[src/rtl/td4_prog_loader.sv]
// TD4 program loader: fills the 16x8 program image from a framed byte stream and
// holds the core in reset while loading. Define LOADER_CSUM_EN to add a trailing checksum byte.
module td4_prog_loader #(
    parameter logic [7:0]   SYNC_BYTE   = 8'hA5,
    parameter int           HOLD_CYCLES = 4,
    parameter int           TIMEOUT_CYC = 1023,
    parameter logic [127:0] RESET_IMAGE = 128'h0
) (
    input  logic         i_clk,
    input  logic         i_rst,
    input  logic         i_in_valid,
    input  logic [7:0]   i_in_data,
    output logic         o_in_ready,
    output logic [127:0] o_mem_bus,
    output logic         o_cpu_rst_n,
    output logic         o_busy,
    output logic         o_done,
    output logic         o_err,
    output logic [3:0]   o_byte_cnt
);
    localparam int HOLD_W = (HOLD_CYCLES > 1) ? $clog2(HOLD_CYCLES + 1) : 1;
    localparam int GAP_W  = (TIMEOUT_CYC > 1) ? $clog2(TIMEOUT_CYC + 1) : 1;

    typedef enum logic [2:0] {
        S_IDLE   = 3'd0,
        S_LOAD   = 3'd1,
`ifdef LOADER_CSUM_EN
        S_CSUM   = 3'd2,
`endif
        S_COMMIT = 3'd3,
        S_ABORT  = 3'd4,
        S_HOLD   = 3'd5
    } state_t;

    state_t            r_state;
    state_t            w_state_nxt;
    logic [HOLD_W-1:0] r_hold_cnt;
    logic [GAP_W-1:0]  r_gap;
    logic [3:0]        r_byte_cnt;
    logic [127:0]      r_mem_bus;
    logic [15:0][7:0]  r_stage;
    logic              w_in_frame;
    logic              w_accept;
    logic              w_timeout;
`ifdef LOADER_CSUM_EN
    logic [7:0]        r_sum;
    logic [7:0]        w_csum_total;

    assign w_in_frame   = (r_state == S_LOAD) || (r_state == S_CSUM);
    assign w_csum_total = r_sum + i_in_data;
`else
    assign w_in_frame   = (r_state == S_LOAD);
`endif

    assign w_accept  = i_in_valid && (w_in_frame || (r_state == S_IDLE));
    // The gap counter sits one below the limit on the cycle that would make it reach TIMEOUT_CYC.
    assign w_timeout = (TIMEOUT_CYC != 0) && w_in_frame && !w_accept &&
                       (r_gap == GAP_W'(TIMEOUT_CYC - 1));

    assign o_mem_bus  = r_mem_bus;
    assign o_byte_cnt = r_byte_cnt;

    always_comb begin
        w_state_nxt = r_state;
        o_in_ready  = 1'b0;
        o_cpu_rst_n = 1'b0;
        o_busy      = 1'b0;
        o_done      = 1'b0;
        o_err       = 1'b0;
        case (r_state)
            S_IDLE: begin
                o_in_ready  = 1'b1;
                o_cpu_rst_n = 1'b1;
                if (w_accept && (i_in_data == SYNC_BYTE)) w_state_nxt = S_LOAD;
            end
            S_LOAD: begin
                o_in_ready = 1'b1;
                o_busy     = 1'b1;
                if (w_accept && (r_byte_cnt == 4'd15)) begin
`ifdef LOADER_CSUM_EN
                    w_state_nxt = S_CSUM;
`else
                    w_state_nxt = S_COMMIT;
`endif
                end else if (w_timeout) begin
                    w_state_nxt = S_ABORT;
                end
            end
`ifdef LOADER_CSUM_EN
            S_CSUM: begin
                o_in_ready = 1'b1;
                o_busy     = 1'b1;
                if (w_accept) w_state_nxt = (w_csum_total == 8'd0) ? S_COMMIT : S_ABORT;
                else if (w_timeout) w_state_nxt = S_ABORT;
            end
`endif
            S_COMMIT: begin
                o_done      = 1'b1;
                w_state_nxt = S_HOLD;
            end
            S_ABORT: begin
                o_err       = 1'b1;
                w_state_nxt = S_HOLD;
            end
            S_HOLD: begin
                if (r_hold_cnt <= HOLD_W'(1)) w_state_nxt = S_IDLE;
            end
            default: w_state_nxt = S_HOLD;
        endcase
    end

    always_ff @(posedge i_clk or posedge i_rst) begin
        if (i_rst) begin
            r_state    <= S_HOLD;
            r_hold_cnt <= HOLD_W'(HOLD_CYCLES);
            r_gap      <= '0;
            r_byte_cnt <= '0;
            r_mem_bus  <= RESET_IMAGE;
        end else begin
            r_state <= w_state_nxt;
            if (w_in_frame && !w_accept) r_gap <= r_gap + GAP_W'(1);
            else r_gap <= '0;
            case (r_state)
                S_IDLE: begin
                    if (w_accept && (i_in_data == SYNC_BYTE)) r_byte_cnt <= '0;
                end
                S_LOAD: begin
                    if (w_accept) r_byte_cnt <= r_byte_cnt + 4'd1;
                end
                S_COMMIT: begin
                    r_mem_bus  <= r_stage;
                    r_hold_cnt <= HOLD_W'(HOLD_CYCLES);
                end
                S_ABORT: begin
                    r_byte_cnt <= '0;
                    r_hold_cnt <= HOLD_W'(HOLD_CYCLES);
                end
                S_HOLD: begin
                    if (r_hold_cnt != '0) r_hold_cnt <= r_hold_cnt - HOLD_W'(1);
                end
                default: ;
            endcase
        end
    end

    // Staging buffer and running sum carry no reset; every frame rewrites them before use.
    always_ff @(posedge i_clk) begin
        if ((r_state == S_LOAD) && w_accept) r_stage[r_byte_cnt] <= i_in_data;
`ifdef LOADER_CSUM_EN
        if (r_state == S_IDLE) r_sum <= '0;
        else if ((r_state == S_LOAD) && w_accept) r_sum <= r_sum + i_in_data;
`endif
    end

endmodule

[config.mk]
export PLATFORM = sky130hd
export DESIGN_NAME = td4_prog_loader
export DESIGN_NICKNAME = d
export VERILOG_FILES = /design/src/rtl/td4_prog_loader.sv
export SDC_FILE = /design/constraint.sdc
export NUM_CORES = 1
export LEC_CHECK = 0
export ABC_CLOCK_PERIOD_IN_PS = 9800
export CELL_PAD_IN_SITES_DETAIL_PLACEMENT = 1
export CELL_PAD_IN_SITES_GLOBAL_PLACEMENT = 2
export CORE_ASPECT_RATIO = 2
export CORE_MARGIN = 2
export CORE_UTILIZATION = 39
export CTS_CLUSTER_SIZE = 28
export DETAILED_ROUTE_END_ITERATION = 7
export GPL_ROUTABILITY_DRIVEN = 1
export PLACE_DENSITY = 0.85
export REMOVE_ABC_BUFFERS = 1
export SLEW_MARGIN = 10
export SYNTH_ARGS = -nofsm -noshare
export SYNTH_HDL_FRONTEND = slang
export SYNTH_SLANG_ARGS = --single-unit
[constraint.sdc]
create_clock -name i_clk -period 9.8 [get_ports i_clk]
set_input_delay 1.96 -clock i_clk [delete_from_list [all_inputs] [get_ports i_clk]]
set_output_delay 1.96 -clock i_clk [all_outputs]
set_load 0.03 [all_outputs]
* Word level (Yosys, flattened, before mapping)
Index checks and enable logic that the tools add are counted.
Storage, ports and cells: register bits 276, logic and storage cells 76, output and inout port bits 137, input port bits 11
Cells by class: reduce and logical (&&, ||, !) cells 18, multiplexer cells 19, magnitude comparators 3, add/sub/neg operators 3, eq/ne operators 12
Operators with widths (number):
- 128-bit bitwise mux | 1
- 8-bit demux with 4-bit select | 1
- 3-bit 2-to-1 mux | 5
- 4-bit one-hot mux with 3 select lines | 1
- 10-bit by 1-bit adder with 10-bit output (second input constant) | 1
- 10-bit == test (second input constant) | 1
- 10-bit 2-to-1 mux | 1
- 3-bit one-hot mux with 3 select lines | 1
- 8-bit == test (second input constant) | 1
- 4-bit 2-to-1 mux | 2
- 8-bit 2-to-1 mux | 1
- 1-bit logical AND | 7
- 3-bit == test (second input constant) | 2
- 3-bit one-hot mux with 2 select lines | 1
- 3-bit AND reduction | 2
- 3-bit nonzero test | 2
- 4-bit by 5-bit less-than comparator with 1-bit output (second input constant) | 1
- 1-bit 2-to-1 mux | 5
- 4-bit by 1-bit adder with 4-bit output (second input constant) | 1
- 4-bit == test (second input constant) | 1
- 4-bit by 1-bit greater-or-equal comparator with 1-bit output (second input constant) | 1
- 2-bit by 1-bit inequality test with 1-bit output (second input constant) | 2
- 2-bit inequality test (second input constant) | 2
- 2-bit OR reduction | 2
- 10 further kinds | 10

* Longest topological paths before layout
Gate-level depths: netlist of the first run.
depth after elaboration 9, mapped depth 8

* Worst setup path after synthesis of the first run
No wires, ideal clock.
kind register -> output, start reg r_state[1], end out o_cpu_rst_n, stages on the path, launching flop included 3, setup slack 6.582 ns, buffers on the path 1, arrival time 1.258 ns, path through dfrtp_1 > buf_2 > nor3_1
Between the ends: longest elaborated chain between the ends 2
Ends and longest elaborated chain:
- start: declaration | line 35 | state_t r_state;
- start signal: assignment | line 120 | r_state <= w_state_nxt;
- 3-bit logical NOT | line 70 | case (r_state)
- 1-bit 2-to-1 mux | line 70
- end: declaration | line 15 | output logic o_cpu_rst_n,
Every way passes these cells.

* Worst setup path after layout of the first run
start reg r_state[0], end out o_done
Between the ends: longest elaborated chain between the ends 2
Ends and longest elaborated chain:
- 3-bit by 2-bit == test with 1-bit output | line 70
- 1-bit 2-to-1 mux | line 70
- end: declaration | line 17 | output logic o_done,
Every way passes these cells.

==> run_results.csv, run 1 <==
group,metric,value,unit
routing,wl_per_cell,19.0,um
timing,period_share,0.511,
routing,finalWirelength,25100,um
worst_setup_path,cp_data_arrival_time,3.05,ns
cts,clk_lat_worst_skew,0.53,ns
cts,cts_root_buffer,"sky130_fd_sc_hd__clkbuf_16",
timing,post-route-min-period,5.01,ns
routing,drtPass1Iterations,4,
die,core_region_area,25000,um2
timing,maxSlewViolCount,0,
cells_and_area,num-nets-final,986,
cts,cts_num_sinks,276,
logic_synthesis,synth_warnings,0,
logic_synthesis,yosys_most_used_dff,"sky130_fd_sc_hd__dfrtp_1",
cells_and_area,diode_insertion_count_for_antenna_repair,0,
logic_synthesis,synth-edff-count,128,
die,design.die.area,26800,um2
logic_synthesis,syn_inst,815,
worst_setup_path,timing.critical_path.to_type,"output port",
cts,post_cts_resize_count,0,
worst_setup_path,worstSetupStartpointType,"register",
worst_setup_path,critical_path.max_fanout,53,
timing,fmax,200,MHz
placement,finalWeightedCongestion,0.799,
timing,timing.max_slew.rel_slack,0.284,
outcome,outcome,"finished clean",
die,die_y,230,um
cts,cts_max_path_buffers,3,
global_route,grt_antenna_before_repair,0,
routing,first_iter_violations,297,
cells_and_area,area_growth_syn_to_layout,26.8,%
logic_synthesis,synth.ff_latch_count,276,
worst_setup_path,critical_path_required,7.84,ns
die,start_util,0.397,
global_route,overflow,0,
timing,worst_slew_pin_slew,1.07,ns
cts,tritoncts,"built",
cts,clkSlewWorstSetupHoldPaths,0.07,ns
routing,routed-via-count,6254,
timing,worst_clock_skew,0.0179,ns
timing,finalHoldViolations,0,
power,power.ir.vdd_worst,109,uV
timing,totalNegativeSetupSlack,0,ns
cells_and_area,mostFrequentLayoutCells,"sky130_fd_sc_hd__nand2_1 (394), sky130_fd_sc_hd__clkdlybuf4s50_1 (147), sky130_fd_sc_hd__dfrtp_1 (145)",
timing,setup_viol,0,
cts,cts_hold_repair.buffers,0,
cells_and_area,final_common_cell,"sky130_fd_sc_hd__nand2_1",
cts,htree_num_levels,1,
die,core.rowCount,82,
min_path,min_path_type,"register to register",
placement,buffer_ports.inserted,147,
cts,post-cts-setup-buffer-count,0,
logic_synthesis,number_of_different_library_cells_in_the_post_synthesis_netlist,37,
power,power_density,198,nW/um2
power,leakagePower,5.52,nW
routing,antenna_left,0,
logic_synthesis,syn_avg_cell_area,12.2,um2
power,power.total,2.50,mW
worst_setup_path,path_class,"register to output port",
routing,post-route-drc-count,0,
cells_and_area,layout-drive-gt1-share,0.0711,
global_route,grt_max_degree,92,
logic_synthesis,synthesis.area,9930,um2
die,horiz_die_dim,117,um
flow_run,cap_viol_max_count,0,
placement,dp_hpwl,16800,um
cts,cts_buffer_count,25,
logic_synthesis,synth-seq-area-share,0.760,
logic_synthesis,postSynth.asyncResetShare,0.536,
die,design.portCount,148,
global_route,global_route.usage.total,0.193,
global_route,number_of_global_route_vias_before_repair,6867,
global_route,global_route_wire_length_before_repair,38800,um
timing,grt_setup_unrepaired,"false",
routing,route.detailed.vias_per_inst,4.74,
-- registers in the layout (all words and copies together), names as in the netlist --
name and flops:
r_gap 10, r_state 3, o_byte_cnt 4, r_hold_cnt 3, r_stage 128, o_mem_bus 128
-- worst max-delay path, stage by stage (launching register included) --
cell and delay (ns):
sky130_fd_sc_hd__dfstp_2 0.64, sky130_fd_sc_hd__nor2b_2 0.25, sky130_fd_sc_hd__nand2_4 0.30, sky130_fd_sc_hd__inv_4 0.52
sky130_fd_sc_hd__clkdlybuf4s50_1 0.78
-- per-layer routing --
metal	routed length [um]	up-vias	share of wire	track usage
met1	9170	3150	0.36	0.208
met2	14400	134	0.57	0.368
met4	768	0	0.031	0.0750
met3	770	37	0.031	0.0266
li1	-	2933	-	-
met5	0	-	0	0
-- cells by family (layout without fill, tap and decap cells) --
| kind of cell | Yosys count | count (layout) | share of synthesized area |
|---|---|---|---|
| flops | 276 | 276 | 0.760 |
| xor+xnor | 6 | 6 | 0.00529 |
| simple gates | 459 | 459 | 0.186 |
| buf+inv | 44 | 213 | 0.0243 |
| compound gates | 20 | 20 | 0.0117 |
| fa+ha+maj | 9 | 9 | 0.0113 |
| mux | 1 | 1 | 0.00101 |
-- Yosys cell counts, types with 4 or more instances --
cell type | number | share of area
sky130_fd_sc_hd__nor2_1 | 26 | 0.0098
sky130_fd_sc_hd__ha_1 | 9 | 0.011
sky130_fd_sc_hd__nand2_1 | 395 | 0.15
sky130_fd_sc_hd__inv_1 | 9 | 0.0034
sky130_fd_sc_hd__nand3_1 | 6 | 0.0030
sky130_fd_sc_hd__nor3_1 | 5 | 0.0025
sky130_fd_sc_hd__nand2b_1 | 4 | 0.0025
sky130_fd_sc_hd__a21oi_1 | 6 | 0.0030
sky130_fd_sc_hd__buf_4 | 15 | 0.011
sky130_fd_sc_hd__o21ai_0 | 8 | 0.0040
sky130_fd_sc_hd__nand4_1 | 4 | 0.0025
sky130_fd_sc_hd__edfxtp_1 | 128 | 0.39
sky130_fd_sc_hd__buf_2 | 16 | 0.0081
sky130_fd_sc_hd__dfrtp_1 | 145 | 0.37
sky130_fd_sc_hd__xor2_1 | 5 | 0.0044
-- worst paths after layout --
| kind | slack, ns | to | start | cells after the start |
|---|---|---|---|---|
| worst max-delay path | 4.79 | o_done | r_state[0]$_DFFE_PP1P_ | 4 |
| worst min-delay path | 0.43 | o_mem_bus[7]$_DFFE_PP0P_ | r_stage[7]$_DFFE_PP_ | 2 |
| worst max register to register | 6.87 | o_mem_bus[111]$_DFFE_PP0P_ | r_state[0]$_DFFE_PP1P_ | 6 |
| worst min register to register | 0.43 | o_mem_bus[7]$_DFFE_PP0P_ | r_stage[7]$_DFFE_PP_ | 2 |
| max in group asynchronous | 6.47 | o_mem_bus[21]$_DFFE_PP0P_ | i_rst | 3 |
| min in group asynchronous | 1.96 | o_mem_bus[49]$_DFFE_PP0P_ | i_rst | 2 |
-- area by class of cell --
cell class	instances	area, um2
fillers	2652	12400
flip-flops and latches	276	7550
multi-input cells	495	2150
repair buffers	158	1550
clock buffers	32	703
well taps	336	420
clock inverters	13	176
inverters	10	45.0
-- metrics by stage --
step / setup WS (ns) / std cells / utilization / instance area, um2 / hold WS, ns
2_1_floorplan: 3.61 / 781 / - / 9730 / 0.415
3_3_place_gp: 5.38 / 1275 / 0.468 / 11700 / 0.418
3_5_place_dp: 5.32 / 1275 / 0.468 / 11700 / 0.424
4_1_cts: 4.72 / 1320 / 0.503 / 12600 / 0.438
5_1_grt: 4.59 / 1320 / 0.503 / 12600 / 0.459
6_report: 4.79 / 1320 / 0.503 / 12600 / 0.434
-- power breakdown --
group          internal (mW)  switching, mW  total [mW]
clock network          0.614          0.427        1.04
registers               1.24         0.0379        1.28
logic                 0.0604          0.117       0.178
total                   1.92          0.583        2.50
No activity file was read; power rests on OpenSTA's default activity.
==> inputs of run 2 (changes only) <==
ABC_CLOCK_PERIOD_IN_PS = 5000   (was 9800)
CORE_UTILIZATION = 36   (was 39)
PLACE_DENSITY = 0.79   (was 0.85)
clock period = 5 ns   (was 9.8 ns; I/O delays follow)
==> run 2 against run 1 <==
  * Setup slack got worse by 3.4 ns
  * Clock power rose by 80%
  * Via count fell by 0.58%
  * Non-clock buffer count fell by 2
  * Worst hold slack improved by 0.0046 ns
  * Routed wire length fell by 5.3%
  * First-iteration DRC count rose by 7.4%
  * Flip-flop and latch count did not move
  * Register-to-register slack got worse by 4.4 ns
  * Critical path depth did not move
  * Cell count rose by 0.91%
  * Die area rose by 8.1%
  * Critical path type unchanged
==> run_results.csv, run 2 (synthesized netlist as in run 1, its figures left out) <==
group,metric,value,unit
cells_and_area,num-nets-final,983,
global_route,grt_antenna_before_repair,0,
routing,routed-via-count,6218,
cells_and_area,mostFrequentLayoutCells,"sky130_fd_sc_hd__nand2_1 (394), sky130_fd_sc_hd__clkdlybuf4s50_1 (147), sky130_fd_sc_hd__dfrtp_1 (145)",
die,design.die.area,29000,um2
worst_setup_path,cp_cell_sequence,"nor2b_2 -> nand2_4 -> inv_4 -> clkdlybuf4s50_1",
worst_setup_path,critical_path_buffers_and_inverters,2,
routing,first_iter_violations,319,
die,start_util,0.363,
timing,grt_setup_unrepaired,"false",
timing,holdWs,0.439,ns
min_path,whs_path_depth,2,
routing,route.detailed.vias_per_inst,4.67,
cells_and_area,final_common_cell,"sky130_fd_sc_hd__nand2_1",
power,part_of_the_power_in_combinational_logic,0.076,
cts,post_cts_resize_count,0,
worst_setup_path,critical_path_required,4.00,ns
worst_setup_path,critical-path-slowest-cell,"sky130_fd_sc_hd__clkdlybuf4s50_1",
worst_setup_path,slowest_delay,0.78,ns
cells_and_area,area_growth_syn_to_layout,26.1,%
die,core.rowCount,86,
global_route,overflow,0,
cts,post-cts-setup-buffer-count,0,
power,leakagePower,5.48,nW
worst_setup_path,cp_data_arrival_time,2.63,ns
outcome,outcome,"finished clean",
worst_setup_path,reg2reg_depth,6,
cts,cts_buffer_count,24,
global_route,global_route_wire_length_before_repair,37800,um
timing,setup_viol,0,
routing,wl_per_cell,17.9,um
cells_and_area,final_instance_area,12500,um2
cts,cts_num_sinks,276,
timing,totalNegativeSetupSlack,0,ns
global_route,grt_max_degree,99,
timing,timing.max_slew.rel_slack,0.312,
power,p_sw_frac,0.235,
worst_setup_path,worst_path_dominant_cell_family,"buffers and inverters",
placement,buffer_ports.inserted,147,
die,design.portCount,148,
power,seq_power_share,0.530,
die,horiz_die_dim,121,um
placement,finalWeightedCongestion,0.768,
cts,cts_max_path_buffers,3,
cts,cts_root_buffer,"sky130_fd_sc_hd__clkbuf_16",
timing,fmax,275,MHz
cts,cts_hold_repair.buffers,0,
global_route,number_of_global_route_vias_before_repair,6799,
timing,finalHoldViolations,0,
routing,antenna_left,0,
global_route,global_route.usage.total,0.167,
timing,worst_clock_skew,0.0132,ns
cells_and_area,diode_insertion_count_for_antenna_repair,0,
timing,maxSlewViolCount,0,
cts,htree_num_levels,1,
timing,post-route-min-period,3.63,ns
routing,finalWirelength,23800,um
power,power.ir.vdd_worst,284,uV
placement,placedInstanceArea,11700,um2
routing,met2_length,11600,um
placement,dp_hpwl,15100,um
worst_setup_path,critical_path.max_fanout,44,
min_path,min_path_type,"register to register",
power,power_density,378,nW/um2
worst_setup_path,path_class,"register to output port",
die,die_y,239,um
cts,tritoncts,"built",
worst_setup_path,worstSetupStartpointType,"register",
routing,max_layer_used,"met4",
routing,post-route-drc-count,0,
cells_and_area,layout-drive-gt1-share,0.0633,
flow_run,cap_viol_max_count,0,
cells_and_area,finish.utilization,0.458,
power,power_report.internal_total,3.62,mW
cts,clk_lat_worst_skew,0.52,ns
timing,worst_slew_pin_slew,1.02,ns
power,power.total,4.74,mW
timing,period_share,0.727,
routing,detailroute.wirelength.met3,1070,um
power,switchingPower,1.11,mW
power,clock_power_share,0.394,
worst_setup_path,timing.critical_path.to_type,"output port",
worst_setup_path,critical_path_depth,4,
cts,clkSlewWorstSetupHoldPaths,0.07,ns
routing,met1_length,10900,um
routing,drtPass1Iterations,5,
die,core_region_area,27300,um2
[run 2: cell types whose count changed in the layout (fill, tap and decap cells not counted), sizes merged]
cell	change
buf	-2
bufinv	-2
clkbuf	+3
clkinv	-1
clkinvlp	-3
inv	+1
[run 2: tightest hold or removal path: cells and delay by family, from the launching register on]
| kind | cells | cell delay [ns] |
|---|---|---|
| AND/OR/NAND/NOR | 2 | 0.09 |
| flip-flops | 1 | 0.32 |
[run 2: path summary, 6_finish.rpt]
check | start | end | slack (ns)
max | r_state[0]$_DFFE_PP1P_ | o_done | 1.37
min | r_stage[36]$_DFFE_PP_ | o_mem_bus[36]$_DFFE_PP0P_ | 0.44
max reg2reg | r_state[2]$_DFFE_PP1P_ | r_hold_cnt[0]$_DFFE_PP0P_ | 2.50
min reg2reg | r_stage[36]$_DFFE_PP_ | o_mem_bus[36]$_DFFE_PP0P_ | 0.44
max in group asynchronous | i_rst | o_mem_bus[11]$_DFFE_PP0P_ | 3.08
min in group asynchronous | i_rst | o_mem_bus[22]$_DFFE_PP0P_ | 1.08
[run 2: through the flow]
step / instances / setup WS (ns)
floorplan: 781 / -0.228
global placement: 1289 / 1.82
detailed placement: 1289 / 1.71
CTS: 1332 / 1.34
global route: 1332 / 1.24
finish: 1332 / 1.37
[run 2: power by group through the flow]
stage | combinational (mW) | clock [mW] | sequential [mW]
final | 0.362 | 1.87 | 2.51
after global routing | 0.394 | 1.99 | 2.52
after CTS | 0.369 | 1.91 | 2.51
after detailed placement | 0.367 | 0 | 2.56
after global placement | 0.358 | 0 | 2.55
after floorplan | 0.154 | 0 | 2.58
[run 2: area by class of cell]
| cell class | count | area (um2) |
|---|---|---|
| tap | 352 | 440 |
| sequential | 276 | 7550 |
| multi-input combinational | 495 | 2150 |
| clock inverter | 8 | 93.8 |
| timing repair buffer | 156 | 1550 |
| inverter | 10 | 45.0 |
| fill | 2943 | 14800 |
| clock buffer | 35 | 693 |
[run 2: routing by layer]
layer	track usage	vias to the layer above
met3	0.0219	31
met1	0.232	3072
li1	-	2933
met5	0	-
met4	0.0366	0
met2	0.281	182
==> inputs of run 3 (changes only) <==
ABC_CLOCK_PERIOD_IN_PS = 3800   (was 5000)
clock period = 3.8 ns   (was 5 ns; I/O delays follow)
==> run 3 against run 2 <==
  * Register-to-register slack worse by 1.5 ns
  * Die area unchanged
  * Clock skew is 0.0017 ns higher
  * Clock-buffer cell count decreased by 4
  * Total power increased by 34%
  * Setup slack got worse by 0.79 ns
  * Routed wire length grew 2.0%
  * Utilization grew 0.32 points
  * Non-clock buffer count up 6
  * Combinational power grew 33%
  * Worst hold slack worse by 0.0037 ns
  * Critical path type unchanged
  * Critical endpoint unchanged
  * Largest cell class unchanged
  * Largest power group unchanged
  * Highest routed layer unchanged
==> run_results.csv, run 3 (synthesized netlist as in run 1, its figures left out) <==
group,metric,value,unit
outcome,outcome,"finished clean",
timing,maxSlewViolCount,0,
cts,cts_root_buffer,"sky130_fd_sc_hd__clkbuf_16",
global_route,grt_max_degree,95,
timing,period_share,0.847,
routing,first_iter_violations,345,
timing,setup_viol,0,
global_route,number_of_global_route_vias_before_repair,6806,
die,die_y,239,um
min_path,whs_path_depth,2,
flow_run,cap_viol_max_count,0,
cts,htree_num_levels,1,
cts,post_cts_resize_count,0,
worst_setup_path,path_class,"register to output port",
cells_and_area,num-nets-final,989,
min_path,hold-path-endpoint,"o_mem_bus[79]$_DFFE_PP0P_",
routing,drtPass1Iterations,4,
die,horiz_die_dim,121,um
die,design.portCount,148,
power,leakagePower,5.53,nW
cells_and_area,final_common_cell,"sky130_fd_sc_hd__nand2_1",
routing,wl_per_cell,18.1,um
timing,totalNegativeSetupSlack,0,ns
min_path,min_path_type,"register to register",
timing,worst_slew_pin_slew,1.01,ns
cts,post-cts-setup-buffer-count,0,
worst_setup_path,critical_path_required,3.04,ns
cts,clk_lat_worst_skew,0.53,ns
cts,clkSlewWorstSetupHoldPaths,0.07,ns
routing,finalWirelength,24300,um
worst_setup_path,cp_data_arrival_time,2.46,ns
worst_setup_path,setup_slack_of_the_most_critical_reg_to_reg_path,1.01,ns
timing,grt_setup_unrepaired,"false",
cells_and_area,mostFrequentLayoutCells,"sky130_fd_sc_hd__nand2_1 (394), sky130_fd_sc_hd__clkdlybuf4s50_1 (147), sky130_fd_sc_hd__dfrtp_1 (145)",
min_path,hp-start,"r_stage[79]$_DFFE_PP_",
cts,cts_num_sinks,276,
timing,fmax,311,MHz
placement,dp_hpwl,15200,um
power,power.ir.vdd_worst,372,uV
cts,cts_buffer_count,24,
worst_setup_path,critical_path.max_fanout,22,
routing,post-route-drc-count,0,
cells_and_area,area_growth_syn_to_layout,27.0,%
die,core_region_area,27300,um2
die,design.die.area,29000,um2
worst_setup_path,end_of_the_worst_register_to_register_path,"o_mem_bus[26]$_DFFE_PP0P_",
timing,post-route-min-period,3.22,ns
die,core.rowCount,86,
worst_setup_path,rr_startpoint,"r_state[0]$_DFFE_PP1P_",
placement,buffer_ports.inserted,147,
worst_setup_path,worstSetupStartpointType,"register",
global_route,overflow,0,
cts,tritoncts,"built",
global_route,global_route.usage.total,0.173,
cells_and_area,fillCellCount,2909,
cells_and_area,finish.utilization,0.461,
cts,cts_max_path_buffers,3,
worst_setup_path,timing.critical_path.to_type,"output port",
power,power_density,503,nW/um2
timing,timing.max_slew.rel_slack,0.328,
global_route,global_route_wire_length_before_repair,38500,um
routing,antenna_left,0,
cells_and_area,layout-drive-gt1-share,0.0719,
timing,worst_clock_skew,0.0150,ns
global_route,grt_antenna_before_repair,0,
power,power.total,6.34,mW
worst_setup_path,reg2reg_depth,7,
routing,route.detailed.vias_per_inst,4.76,
cells_and_area,multi_input_comb_area,2150,um2
cells_and_area,sequential_cell_area,7550,um2
cts,cts_hold_repair.buffers,0,
timing,finalHoldViolations,0,
cells_and_area,diode_insertion_count_for_antenna_repair,0,
routing,routed-via-count,6373,
placement,finalWeightedCongestion,0.752,
die,start_util,0.363,
-- run 3: changes by cell type in the layout (fill, tap and decap cells not counted), sizes merged --
cell      delta
bufinv       +1
clkinv       +3
clkinvlp     +2
buf          +6
inv          -1
clkbuf       -4
-- run 3: worst max-delay path by stage --
stage                            from                        end  slack [ns]  depth (start not counted)
3_5_place_dp   r_state[0]$_DFFE_PP1P_  o_mem_bus[31]$_DFFE_PP0P_        1.00                          7
2_1_floorplan  r_state[0]$_DFFE_PP1P_                     o_done       -1.19                          3
3_3_place_gp   r_state[0]$_DFFE_PP1P_  o_mem_bus[26]$_DFFE_PP0P_        1.04                          7
6_report       r_state[0]$_DFFE_PP1P_                     o_done        0.58                          4
4_1_cts        r_state[0]$_DFFE_PP1P_                     o_done        0.54                          4
5_1_grt        r_state[0]$_DFFE_PP1P_                     o_done        0.46                          4
-- run 3: area by class of cell --
cell class,count,share of cell area
repair buffers,162,0.127
flip-flops and latches,276,0.599
multi-input cells,495,0.170
clock inverters,13,0.0120
well taps,352,0.0349
clock buffers,31,0.0539
inverters,10,0.00357
-- run 3: critical path, cell delays in order (launching register included) --
cell and delay [ns]:
sky130_fd_sc_hd__dfstp_2 0.64, sky130_fd_sc_hd__nor2b_2 0.23, sky130_fd_sc_hd__nand2_4 0.23, sky130_fd_sc_hd__inv_4 0.11
sky130_fd_sc_hd__clkdlybuf4s50_1 0.72
-- run 3: per-stage QoR --
stage                     std cells  instance area (um2)  setup slack [ns]  hold WS [ns]
final                          1339                12600             0.580         0.435
after CTS                      1339                12600             0.543         0.438
after detailed placement       1295                11800              1.00         0.425
after global routing           1339                12600             0.461         0.460
after global placement         1295                11800              1.04         0.417
after floorplan                 781                 9730             -1.19         0.415
-- run 3: layer usage --
metal / share of wire / track usage / wire [um]
met3: 0.043 / 0.0224 / 1030
met5: 0 / 0 / 0
met1: 0.45 / 0.234 / 10800
met2: 0.48 / 0.284 / 11800
met4: 0.027 / 0.0630 / 652
-- run 3: where the power goes --
| group | switching (mW) | internal [mW] |
|---|---|---|
| Clock | 1.08 | 1.48 |
| Combinational | 0.322 | 0.160 |
| Sequential | 0.0929 | 3.20 |
| Total | 1.50 | 4.84 |
